## config.mk

```make
export PLATFORM = sky130hd
export DESIGN_NAME = seq_detector_moore_param
export DESIGN_NICKNAME = d
export VERILOG_FILES = /design/src/rtl/seq_det_pkg.sv /design/src/rtl/seq_det_next_state.sv /design/src/rtl/seq_detector_moore_param.sv
export SDC_FILE = /design/constraint.sdc
export NUM_CORES = 1
export LEC_CHECK = 0
export ABC_AREA = 1
export CORE_MARGIN = 2
export CORE_UTILIZATION = 28
export CTS_CLUSTER_DIAMETER = 150
export CTS_CLUSTER_SIZE = 20
export DETAILED_ROUTE_END_ITERATION = 8
export SLEW_MARGIN = 25
export SYNTH_ARGS = -nofsm -noshare
export SYNTH_HDL_FRONTEND = slang
export SYNTH_SLANG_ARGS = --single-unit
```

## constraint.sdc

```tcl
create_clock -name clk -period 3.7 [get_ports clk]
set_clock_uncertainty 0.2 [all_clocks]
set_input_delay 0.37 -clock clk [delete_from_list [all_inputs] [get_ports clk]]
set_output_delay 0.37 -clock clk [all_outputs]
set_load 0.01 [all_outputs]
```

## src/rtl/seq_det_pkg.sv

```systemverilog
// rtl/seq_det_pkg.sv - shared types, constants and helpers for the parametrised Moore sequence detector
package seq_det_pkg;

    localparam int MAX_W = 16;
    localparam logic [3:0] DEFAULT_PATTERN = 4'b1011;

    typedef enum logic [1:0] {
        ACT_HOLD,
        ACT_STEP,
        ACT_LOAD
    } seq_act_e;

    function automatic int state_w(input int pat_w);
        return $clog2(pat_w + 1);
    endfunction

    // True when the newest j bits of hist equal the first j pattern bits (MSB received first).
    function automatic logic prefix_match(
        input logic [MAX_W-1:0] hist,
        input logic [MAX_W-1:0] pat,
        input int               pat_w,
        input int               j
    );
        logic       ok;
        logic [3:0] idx;
        ok = 1'b1;
        for (int i = 0; i < MAX_W; i++) begin
            idx = 4'(pat_w - j + i);
            if (i < j && hist[4'(i)] != pat[idx]) begin
                ok = 1'b0;
            end
        end
        return ok;
    endfunction

endpackage

```

## src/rtl/seq_det_next_state.sv

```systemverilog
// rtl/seq_det_next_state.sv - combinational next-state logic: longest suffix of history that is a pattern prefix
module seq_det_next_state
    import seq_det_pkg::*;
#(
    parameter int PAT_W = 4,
    parameter int SW    = state_w(PAT_W)
) (
    input  logic [SW-1:0]    state,
    input  logic [PAT_W-1:0] history,
    input  logic             x,
    input  logic [PAT_W-1:0] pattern,
    input  logic             overlap,
    output logic [SW-1:0]    next_state
);

    logic             restart;
    logic [PAT_W-1:0] h;
    int               lim;

    always_comb begin
        restart    = !overlap && (state == SW'(PAT_W));
        h          = {history[PAT_W-2:0], x};
        lim        = int'(state) + 1;
        next_state = '0;
        if (restart) begin
            h   = {{(PAT_W-1){1'b0}}, x};
            lim = 1;
        end
        if (lim > PAT_W) begin
            lim = PAT_W;
        end
        // The suffix can grow by at most one bit per step, so j is bounded by state+1.
        for (int j = 1; j <= PAT_W; j++) begin
            if (j <= lim && prefix_match(MAX_W'(h), MAX_W'(pattern), PAT_W, j)) begin
                next_state = SW'(j);
            end
        end
    end

endmodule

```

## src/rtl/seq_detector_moore_param.sv

```systemverilog
// rtl/seq_detector_moore_param.sv - parametrised Moore pattern detector with saturating count; SEQ_DET_PAT_LOAD_EN adds runtime pattern load
module seq_detector_moore_param
    import seq_det_pkg::*;
#(
    parameter int               PAT_W   = 4,
    parameter logic [PAT_W-1:0] PATTERN = DEFAULT_PATTERN,
    parameter int               OVERLAP = 1,
    parameter int               CNT_W   = 8
) (
    input  logic                         clk,
    input  logic                         rst,
    input  logic                         x,
    input  logic                         x_valid,
`ifdef SEQ_DET_PAT_LOAD_EN
    input  logic                         pat_ld,
    input  logic [PAT_W-1:0]             pat_in,
`endif
    output logic                         z,
    output logic [CNT_W-1:0]             match_cnt,
    output logic [$clog2(PAT_W+1)-1:0]   state
);

    localparam int SW = state_w(PAT_W);

    logic [PAT_W-1:0] history;
    logic [PAT_W-1:0] history_d;
    logic [PAT_W-1:0] pattern;
    logic [SW-1:0]    state_d;
    logic [SW-1:0]    step_state;
    logic [CNT_W-1:0] match_cnt_d;
    logic             load;
    seq_act_e         act;

`ifdef SEQ_DET_PAT_LOAD_EN
    assign load = pat_ld;

    always_ff @(posedge clk) begin
        if (rst) begin
            pattern <= PATTERN;
        end else if (pat_ld) begin
            pattern <= pat_in;
        end
    end
`else
    assign load    = 1'b0;
    assign pattern = PATTERN;
`endif

    seq_det_next_state #(
        .PAT_W (PAT_W),
        .SW    (SW)
    ) u_next_state (
        .state      (state),
        .history    (history),
        .x          (x),
        .pattern    (pattern),
        .overlap    (OVERLAP != 0),
        .next_state (step_state)
    );

    always_comb begin
        act         = ACT_HOLD;
        state_d     = state;
        history_d   = history;
        match_cnt_d = match_cnt;
        if (load) begin
            act = ACT_LOAD;
        end else if (x_valid) begin
            act = ACT_STEP;
        end
        case (act)
            ACT_LOAD: begin
                state_d   = '0;
                history_d = '0;
            end
            ACT_STEP: begin
                state_d   = step_state;
                history_d = {history[PAT_W-2:0], x};
                // Any entry into accept counts, including an accept self-loop.
                if (step_state == SW'(PAT_W) && match_cnt != '1) begin
                    match_cnt_d = match_cnt + CNT_W'(1);
                end
            end
            default: ;
        endcase
    end

    always_ff @(posedge clk) begin
        if (rst) begin
            state     <= '0;
            history   <= '0;
            match_cnt <= '0;
        end else begin
            state     <= state_d;
            history   <= history_d;
            match_cnt <= match_cnt_d;
        end
    end

    assign z = (state == SW'(PAT_W));

endmodule

```

; ---- After elaboration in Yosys (flattened, before gate mapping)
; Index checks and enable logic that the tools add are counted.
[word_totals]
rom_bits = 0
n_memories = 0
register_bits = 14
elab_cells = 38
input_bits = 4
latchBits = 0
mem_bits_rw = 0
output_inout_bits = 12
[classes]
n_mux = 16
div_mod_pow = 0
add_sub_neg = 2
bitwise_logic = 0
n_mul = 0
n_reduce_logical = 7
n_eq_ne = 5
order_cmp = 5
shift = 0
[ops]
columns = op, n
row1 = $le A3 B32 Y1 const A, 2
row2 = $gt A32 B4 Y1 const B, 1
row3 = $le A2 B32 Y1 const A, 1
row4 = $le A4 B32 Y1 const A, 1
row5 = $mux W32, 1
row6 = $pmux W3 S2, 2
row7 = $mux W1, 10
row8 = $mux W3, 3
row9 = $add A8 B1 Y8 const B, 1
row10 = $ne A8 B8 Y1 const B, 1
row11 = $eq A3 B3 Y1 const B, 2
row12 = $logic_and A1 B1 Y1, 5
row13 = $add A3 B1 Y4 const B, 1
row14 = $eq A2 B1 Y1 const B, 1
row15 = $eq A2 B2 Y1 const B, 1
row16 = $reduce_and A2 Y1, 1
row17 = $reduce_bool A2 Y1, 1

; ---- Depth between registers and ports, before layout
; Gate-level depths: netlist (run 1).
[logic_depth]
depth_word = 12
depth_mapped = 10
mapped_depth_nobuf = 9

; ---- Cells and area by module
; From an unflattened synthesis (run 1), not the netlist that was laid out.
[hier_totals]
cells_unflattened = 162
hier_area_um2 = 1062.3
[by_module_without_submodules]
columns = mod, area_per_inst_um2, cells_per_inst, instances, seq_area_each_um2
row1 = seq_detector_moore_param, 774.5, 107, 1, 300.3
row2 = seq_det_next_state, 287.8, 55, 1, 0.0

; ---- Worst setup path after synthesis (run 1)
; Ideal clock, no wire load.
[synth_path]
kind = flip-flop to flip-flop
from = reg state[0]
to = reg match_cnt[1]
setup_time_ps = 116
stages_incl_launch_ff = 10
period_less_slack_ps = 1580
path_slack_ps = 2120
arrival_time_ps = 1264
required_time_ps = 3384
n_path_buf = 1
path_cell_list = dfxtp_1 -> ha_1 -> inv_1 -> nand2_1 -> nand3_2 -> nand2_1 -> nor2_2 -> buf_6 -> o21ai_0 -> nor2_1
[synth_between]
elab_chain_cells = 12
elab_cells_between_ends = 18
cone_classes = 1 x add/sub / 5 x order compare / 1 x eq/ne / 5 x mux / 6 x reduce/logical
[synth_lines]
columns = element, line_no
row1 = start: declaration, seq_detector_moore_param.sv:20  ; output logic [$clog2(PAT_W+1)-1:0] state
row2 = start signal: assignment, seq_detector_moore_param.sv:94  ; state <= state_d;
row3 = $add A3 B1 Y4 (*), seq_det_next_state.sv:23  ; lim = int'(state) + 1;
row4 = $gt A32 B4 Y1, seq_det_next_state.sv:29  ; if (lim > PAT_W) begin
row5 = $mux W32 (*), seq_det_next_state.sv:29
row6 = $le A2 B32 Y1, seq_det_next_state.sv:34  ; if (j <= lim && prefix_match(MAX_W'(h), MAX_W'(pattern), PAT_W, j)) begin
row7 = $logic_and A1 B1 Y1, seq_det_next_state.sv:34
row8 = $mux W1, seq_det_next_state.sv:34
row9 = $mux W3 (2 in series), seq_det_next_state.sv:34
row10 = $mux W3 (*), seq_det_next_state.sv:34
row11 = $eq A3 B3 Y1 (*), seq_detector_moore_param.sv:80  ; if (step_state == SW'(PAT_W) && match_cnt != '1) begin
row12 = $logic_and A1 B1 Y1 (*), seq_detector_moore_param.sv:80
row13 = $reduce_and A2 Y1 (no source line) (*), n/a
row14 = end signal: assignment, seq_detector_moore_param.sv:96  ; match_cnt <= match_cnt_d;
row15 = end: declaration, seq_detector_moore_param.sv:19  ; output logic [CNT_W-1:0] match_cnt,
; Mark *: on every way between the ends. The rest lies on a longest branch, timed or not.
; A chain may end at the register's enable or synchronous reset.

; ---- Worst setup path after layout (run 1)
[layout_path]
from = reg state[0]
to = out z
[layout_between]
elab_chain_cells = 1
[layout_lines]
columns = element, line_no
row1 = $eq A3 B3 Y1, n/a
row2 = end: declaration, seq_detector_moore_param.sv:18  ; output logic z,
; Every way passes these cells.

==> flow_summary.yaml, run 1 <==
layout:
  design.final.nets: 151
  most-common-layout-cells: "nand2_1, inv_1, clkdlybuf4s50_1"
  fillerInstances: 309
  layout_commonest_cell: "nand2_1"
  drive_above_1_share_pct: 4.90
  synthesis_to_finish_area_growth_pct: 21.4
  diodes: 0
logic_synthesis:
  ys_seq_elements: 14
  main_combinational_cell_family_by_area_after_synthesis: "simple AND/OR/NAND/NOR gates"
  synth_nets: 134
  synth.avg_cell_area_sq_um: 6.55
  synth.yosys.warnings: 0
  instance_count_of_the_mapped_netlist: 127
  synth_cell_types: 18
  share_of_synthesized_cell_area_in_full_adder_half_adder_and_majority_cells_pct: 4.51
  synth_area_in_simple_gates_pct: 34.9
  mappedNetlistArea_sq_um: 832
  yosysSeqAreaShare_pct: 33.7
  yosys.area_share.xor_xnor_pct: 1.05
  synth-compound-area-share_pct: 11.1
  synth.area.mux_share_pct: 0
timing:
  hold_viol_final: 0
  worst_slew_pin_slew_ns: 0.385
  fin_crit_ns: 2.17
  timing.final.max_slew_violations: 0
  rsz0062_at_grt: "false"
  fin_setup_tns_ns: 0
  final_cycle_utilization_of_the_critical_path_pct: 58.7
  holdWs_ns: 0.302
  max-slew-margin-rel_pct: 74.3
  final-setup-viol-count: 0
  maxClockFrequency_mhz: 460
detailed_routing:
  routed-via-count: 811
  wire_per_inst_um: 10.6
  drt_pass1_iterations: 4
  post_drt_via_cell_ratio: 4.66
  drt_drc_violations_left: 0
  drtAntennaViolNets: 0
  wirelength_um: 1850
  drtIter0Drc: 28
power:
  power.density_cell_area_mw_per_mm2: 293
  power.static_leakage_nw: 0.430
  post-layout-total-power_mw: 0.295
  max_rail_drop_vdd_mv: 0.234
floorplan:
  ios: 16
  placeableCoreArea_sq_mm: 0.00278
  dieWidth_um: 58.5
  die_area_sq_mm: 0.00342
  die_height_um: 58.5
  floorplan.initialDensity_pct: 29.9
  rows: 19
worst_setup_path:
  critPathCaptureType: "output pin"
  cpMaxStageDelayCell: "dfxtp_1"
  cp_slowest_stage_delay_ns: 0.47
  crit_type: "reg2out"
  critical_path_required_ns: 3.13
  cp_cell_sequence: "inv_1 -> ha_1 -> nand2_1 -> inv_1 -> clkdlybuf4s50_1"
  setup.reg_to_reg.worst_slack_ns: 1.76
  critical_path.reg2reg.endpoint: "match_cnt[1]"
  startpoint_kind_of_the_worst_setup_timing_path: "flip-flop"
  timing.critical_path.arrival_ns: 1.60
  worstReg2RegStart: "state[0]"
  r2r_cells: 9
  worstPathMaxFanout: 7
  most_repeated_library_cell_on_the_critical_path: "inv_1"
clock_tree:
  clk_path_buf_depth: 2
  path_clk_slew_ns: 0.09
  h-tree-depth: 1
  cts_root_buf: "clkbuf_4"
  cts_tree: "built"
  clk-insertion-delay-late_ns: 0.28
  clock_sink_count: 14
  post_cts_resized: 0
  cts-buffers-inserted: 3
  cts_hold_buffers: 0
  cts.repair_timing.setup_buffer_count: 0
global_route:
  number_of_global_route_vias_before_repair: 735
  globalRouteTotalUtil_pct: 12.0
  grt_antenna_before_repair: 0
  gr-total-overflow: 0
  grt_start_max_net_pins: 12
  grt_pass1_wl_um: 3140
placed_design:
  place_hpwl_um: 1420
  gp_routability_congestion: 0.757
  place.port_buffers: 15
hold_path:
  min_path_cells: 2
  timing.hold.worst.class: "reg2reg"
  worst_hold_startpoint: "history[1]"
  hold_path_endpoint: "history[2]"
job:
  timing.max_cap.violations: 0
status:
  run_status: "completed"
==> area by class of cell <==
class	instances	area, sq um	area share (%)
inverters	20	75.1	7.43
well taps	31	38.8	3.84
multi-input cells	90	429	42.5
repair buffers	15	150	14.9
clock buffers	4	36.3	3.59
flip-flops and latches	14	280	27.8
==> logic make-up after synthesis <==
kind of cell               Yosys count
DFF                                 14
AOI/OAI and AO/OA                   18
adders and majority gates            3
and+or+nand+nor                     68
buffers and inverters               23
xor gates and xnor gates             1
==> registers in the layout, summed over array words and instances (netlist names) <==
signal,count
match_cnt,8
history,3
state,3
==> power breakdown <==
group          internal [mW]  total, mW  switching, mW
clock                 0.0598      0.111         0.0508
combinational         0.0122     0.0269         0.0148
sequential             0.154      0.158        0.00375
total                  0.226      0.295         0.0693
==> how the worst max path moves through the flow <==
stage,from,end,slack [ns],cells after the start
after CTS,state[0],z,1.52,5
after detailed placement,x,match_cnt[1],1.52,8
final,state[0],z,1.53,5
after floorplan,state[0],match_cnt[1],2.12,9
after global routing,state[0],z,1.43,5
after global placement,x,match_cnt[0],1.58,8
==> Yosys cell counts (all sizes together) <==
master	n	area share, %
nand2	41	18
inv	20	9.0
dfxtp	14	34
a21oi	12	7.2
nor2	12	6.0
nand3	10	6.6
o21ai	5	3.0
ha	3	4.5
nand4	3	2.3
a211oi	1	0.90
buf	1	1.4
bufbuf	1	3.9
clkbuf	1	0.45
nand3b	1	0.90
nor3	1	0.60
xnor2	1	1.1
==> routing by layer <==
layer / global-route usage, % / vias to the layer above / wire length (um)
met2: 20.1 / 18 / 857
met5: 0 / - / 0
met3: 2.64 / 2 / 75
li1: - / 435 / -
met4: 4.98 / 0 / 14
met1: 14.9 / 356 / 903
==> per-stage QoR <==
stage / utilization, % / instances / area, sq um / setup WS, ns
3_3_place_gp: 35.0 / 170 / 973 / 1.58
3_5_place_dp: 35.0 / 170 / 973 / 1.52
6_report: 36.3 / 174 / 1010 / 1.53
5_1_grt: 36.3 / 174 / 1010 / 1.43
2_1_floorplan: - / 127 / 832 / 2.12
4_1_cts: 36.3 / 174 / 1010 / 1.52
==> worst max-delay path, delay by kind of cell (launching register included) <==
kind / cells / cell delay, ns
buffers and inverters: 3 / 0.59
flip-flops: 1 / 0.47
adder cells (fa/ha/maj): 1 / 0.20
AND/OR/NAND/NOR: 1 / 0.06
No activity file was read; power rests on OpenSTA's default activity.
==> inputs of run 2 (changes only) <==
clock period = 2.2 ns   (was 3.7 ns; I/O delays follow)
==> run 2 against run 1 <==
Compared with the run above:
- final area up 1.5%
- sequential power up 68%
- critical path depth unchanged
- critical path type unchanged
- critical endpoint unchanged
- highest routed layer is now met3
==> flow_summary.yaml, run 2 (synthesis results as in run 1) <==
worst_setup_path:
  r2r_cells: 10
  crit_type: "reg2out"
  critical_path.reg2reg.endpoint: "match_cnt[3]"
  critical_path_required_ns: 1.78
  worstReg2RegStart: "state[0]"
  timing.critical_path.arrival_ns: 1.59
  worstPathMaxFanout: 7
  setup.reg_to_reg.worst_slack_ns: 0.38
  startpoint_kind_of_the_worst_setup_timing_path: "flip-flop"
  critPathCaptureType: "output pin"
hold_path:
  worst_hold_startpoint: "history[1]"
  timing.hold.worst.class: "reg2reg"
  min_path_cells: 2
  hold_path_endpoint: "history[2]"
floorplan:
  floorplan.initialDensity_pct: 29.9
  ios: 16
  die_area_sq_mm: 0.00342
  die_height_um: 58.5
  placeableCoreArea_sq_mm: 0.00278
  rows: 19
  dieWidth_um: 58.5
timing:
  worst_slew_pin_slew_ns: 0.319
  fin_setup_tns_ns: 0
  fin_crit_ns: 2.01
  final_cycle_utilization_of_the_critical_path_pct: 91.3
  maxClockFrequency_mhz: 498
  timing.final.max_slew_violations: 0
  final-setup-viol-count: 0
  rsz0062_at_grt: "false"
  hold_viol_final: 0
  max-slew-margin-rel_pct: 78.7
detailed_routing:
  wire_per_inst_um: 10.6
  post_drt_via_cell_ratio: 4.77
  drtIter0Drc: 24
  wirelength_um: 1860
  drtAntennaViolNets: 0
  routed-via-count: 840
  drt_drc_violations_left: 0
  drt_pass1_iterations: 4
layout:
  layout_cell_area_excl_fill_sq_mm: 0.00102
  most-common-layout-cells: "nand2_1, inv_1, clkdlybuf4s50_1"
  layout_commonest_cell: "nand2_1"
  largest_register_ffs: 8
  fillerInstances: 311
  drive_above_1_share_pct: 6.21
  synthesis_to_finish_area_growth_pct: 23.2
  largest-register: "match_cnt"
  registers_with_the_most_flip_flops: "match_cnt (8), history (3), state (3)"
  design.final.nets: 153
  diodes: 0
placed_design:
  place_hpwl_um: 1390
  gp_routability_congestion: 0.772
  place.port_buffers: 15
  dpl-instance-area_sq_um: 988
global_route:
  number_of_global_route_vias_before_repair: 723
  globalRouteTotalUtil_pct: 11.3
  grt_pass1_wl_um: 3020
  gr-total-overflow: 0
  grt_antenna_before_repair: 0
  grt_start_max_net_pins: 9
power:
  internal-power_mw: 0.381
  power.switching_mw: 0.118
  comb_power_share_pct: 9.5
  power.density_cell_area_mw_per_mm2: 488
  power.static_leakage_nw: 0.440
  power_switching_share_pct: 23.7
  seq_power_share_pct: 53.1
  max_rail_drop_vdd_mv: 0.375
  pwr-share-clk_pct: 37.4
clock_tree:
  h-tree-depth: 1
  clock_sink_count: 14
  cts.repair_timing.setup_buffer_count: 0
  cts-buffers-inserted: 3
  cts_tree: "built"
  path_clk_slew_ns: 0.09
  cts_hold_buffers: 0
  clk-insertion-delay-late_ns: 0.28
  post_cts_resized: 0
  clk_path_buf_depth: 2
  cts_root_buf: "clkbuf_4"
job:
  timing.max_cap.violations: 0
status:
  run_status: "completed"
## run 2: cell count changes in the layout (fill, tap and decap cells not counted)
cell,change
buf_4,+2
## run 2: metrics by stage
| stage | cells | hold WS, ns | setup WS, ns | power, mW | utilization (%) |
|---|---|---|---|---|---|
| finish | 176 | 0.315 | 0.192 | 0.500 | 36.8 |
| global route | 176 | 0.355 | 0.0548 | 0.523 | 36.8 |
| CTS | 176 | 0.317 | 0.179 | 0.505 | 36.8 |
| detailed placement | 172 | 0.295 | 0.335 | 0.318 | 35.5 |
| global placement | 172 | 0.288 | 0.358 | 0.318 | 35.5 |
| floorplan | 127 | 0.173 | 0.620 | 0.305 | - |
## run 2: worst max-delay path, stage by stage, from the launching register on
cell and delay, ns:
dfxtp_1 0.46, inv_1 0.09, ha_1 0.20, nand2_1 0.06, inv_1 0.03, clkdlybuf4s50_1 0.47
## run 2: area by class of cell
class / count / area (sq um) / area share [%]
clock buffers: 4 / 36.3 / 3.54
well taps: 31 / 38.8 / 3.79
repair buffers: 17 / 165 / 16.1
flip-flops and latches: 14 / 280 / 27.4
multi-input cells: 90 / 429 / 41.9
inverters: 20 / 75.1 / 7.33
## run 2: worst max-delay path by stage
stage	start	end	cells past startpoint
2_1_floorplan	state[0]	match_cnt[1]	9
3_3_place_gp	x	match_cnt[3]	9
3_5_place_dp	x	match_cnt[3]	9
4_1_cts	state[0]	z	5
5_1_grt	state[0]	z	5
6_report	state[0]	z	5
## run 2: power groups by stage
stage	sequential, mW	combinational (mW)	clock [mW]
finish	0.265	0.0475	0.187
global route	0.267	0.0535	0.203
detailed placement	0.271	0.0474	0
global placement	0.271	0.0467	0
floorplan	0.271	0.0338	0
CTS	0.265	0.0476	0.192
## run 2: routing by layer
layer,global-route usage [%],part of all wire (%),vias to the layer above
met5,0,0,-
met4,2.99,0,0
met3,3.74,6.1,0
met2,18.5,46,30
met1,14.2,48,377
li1,-,-,433
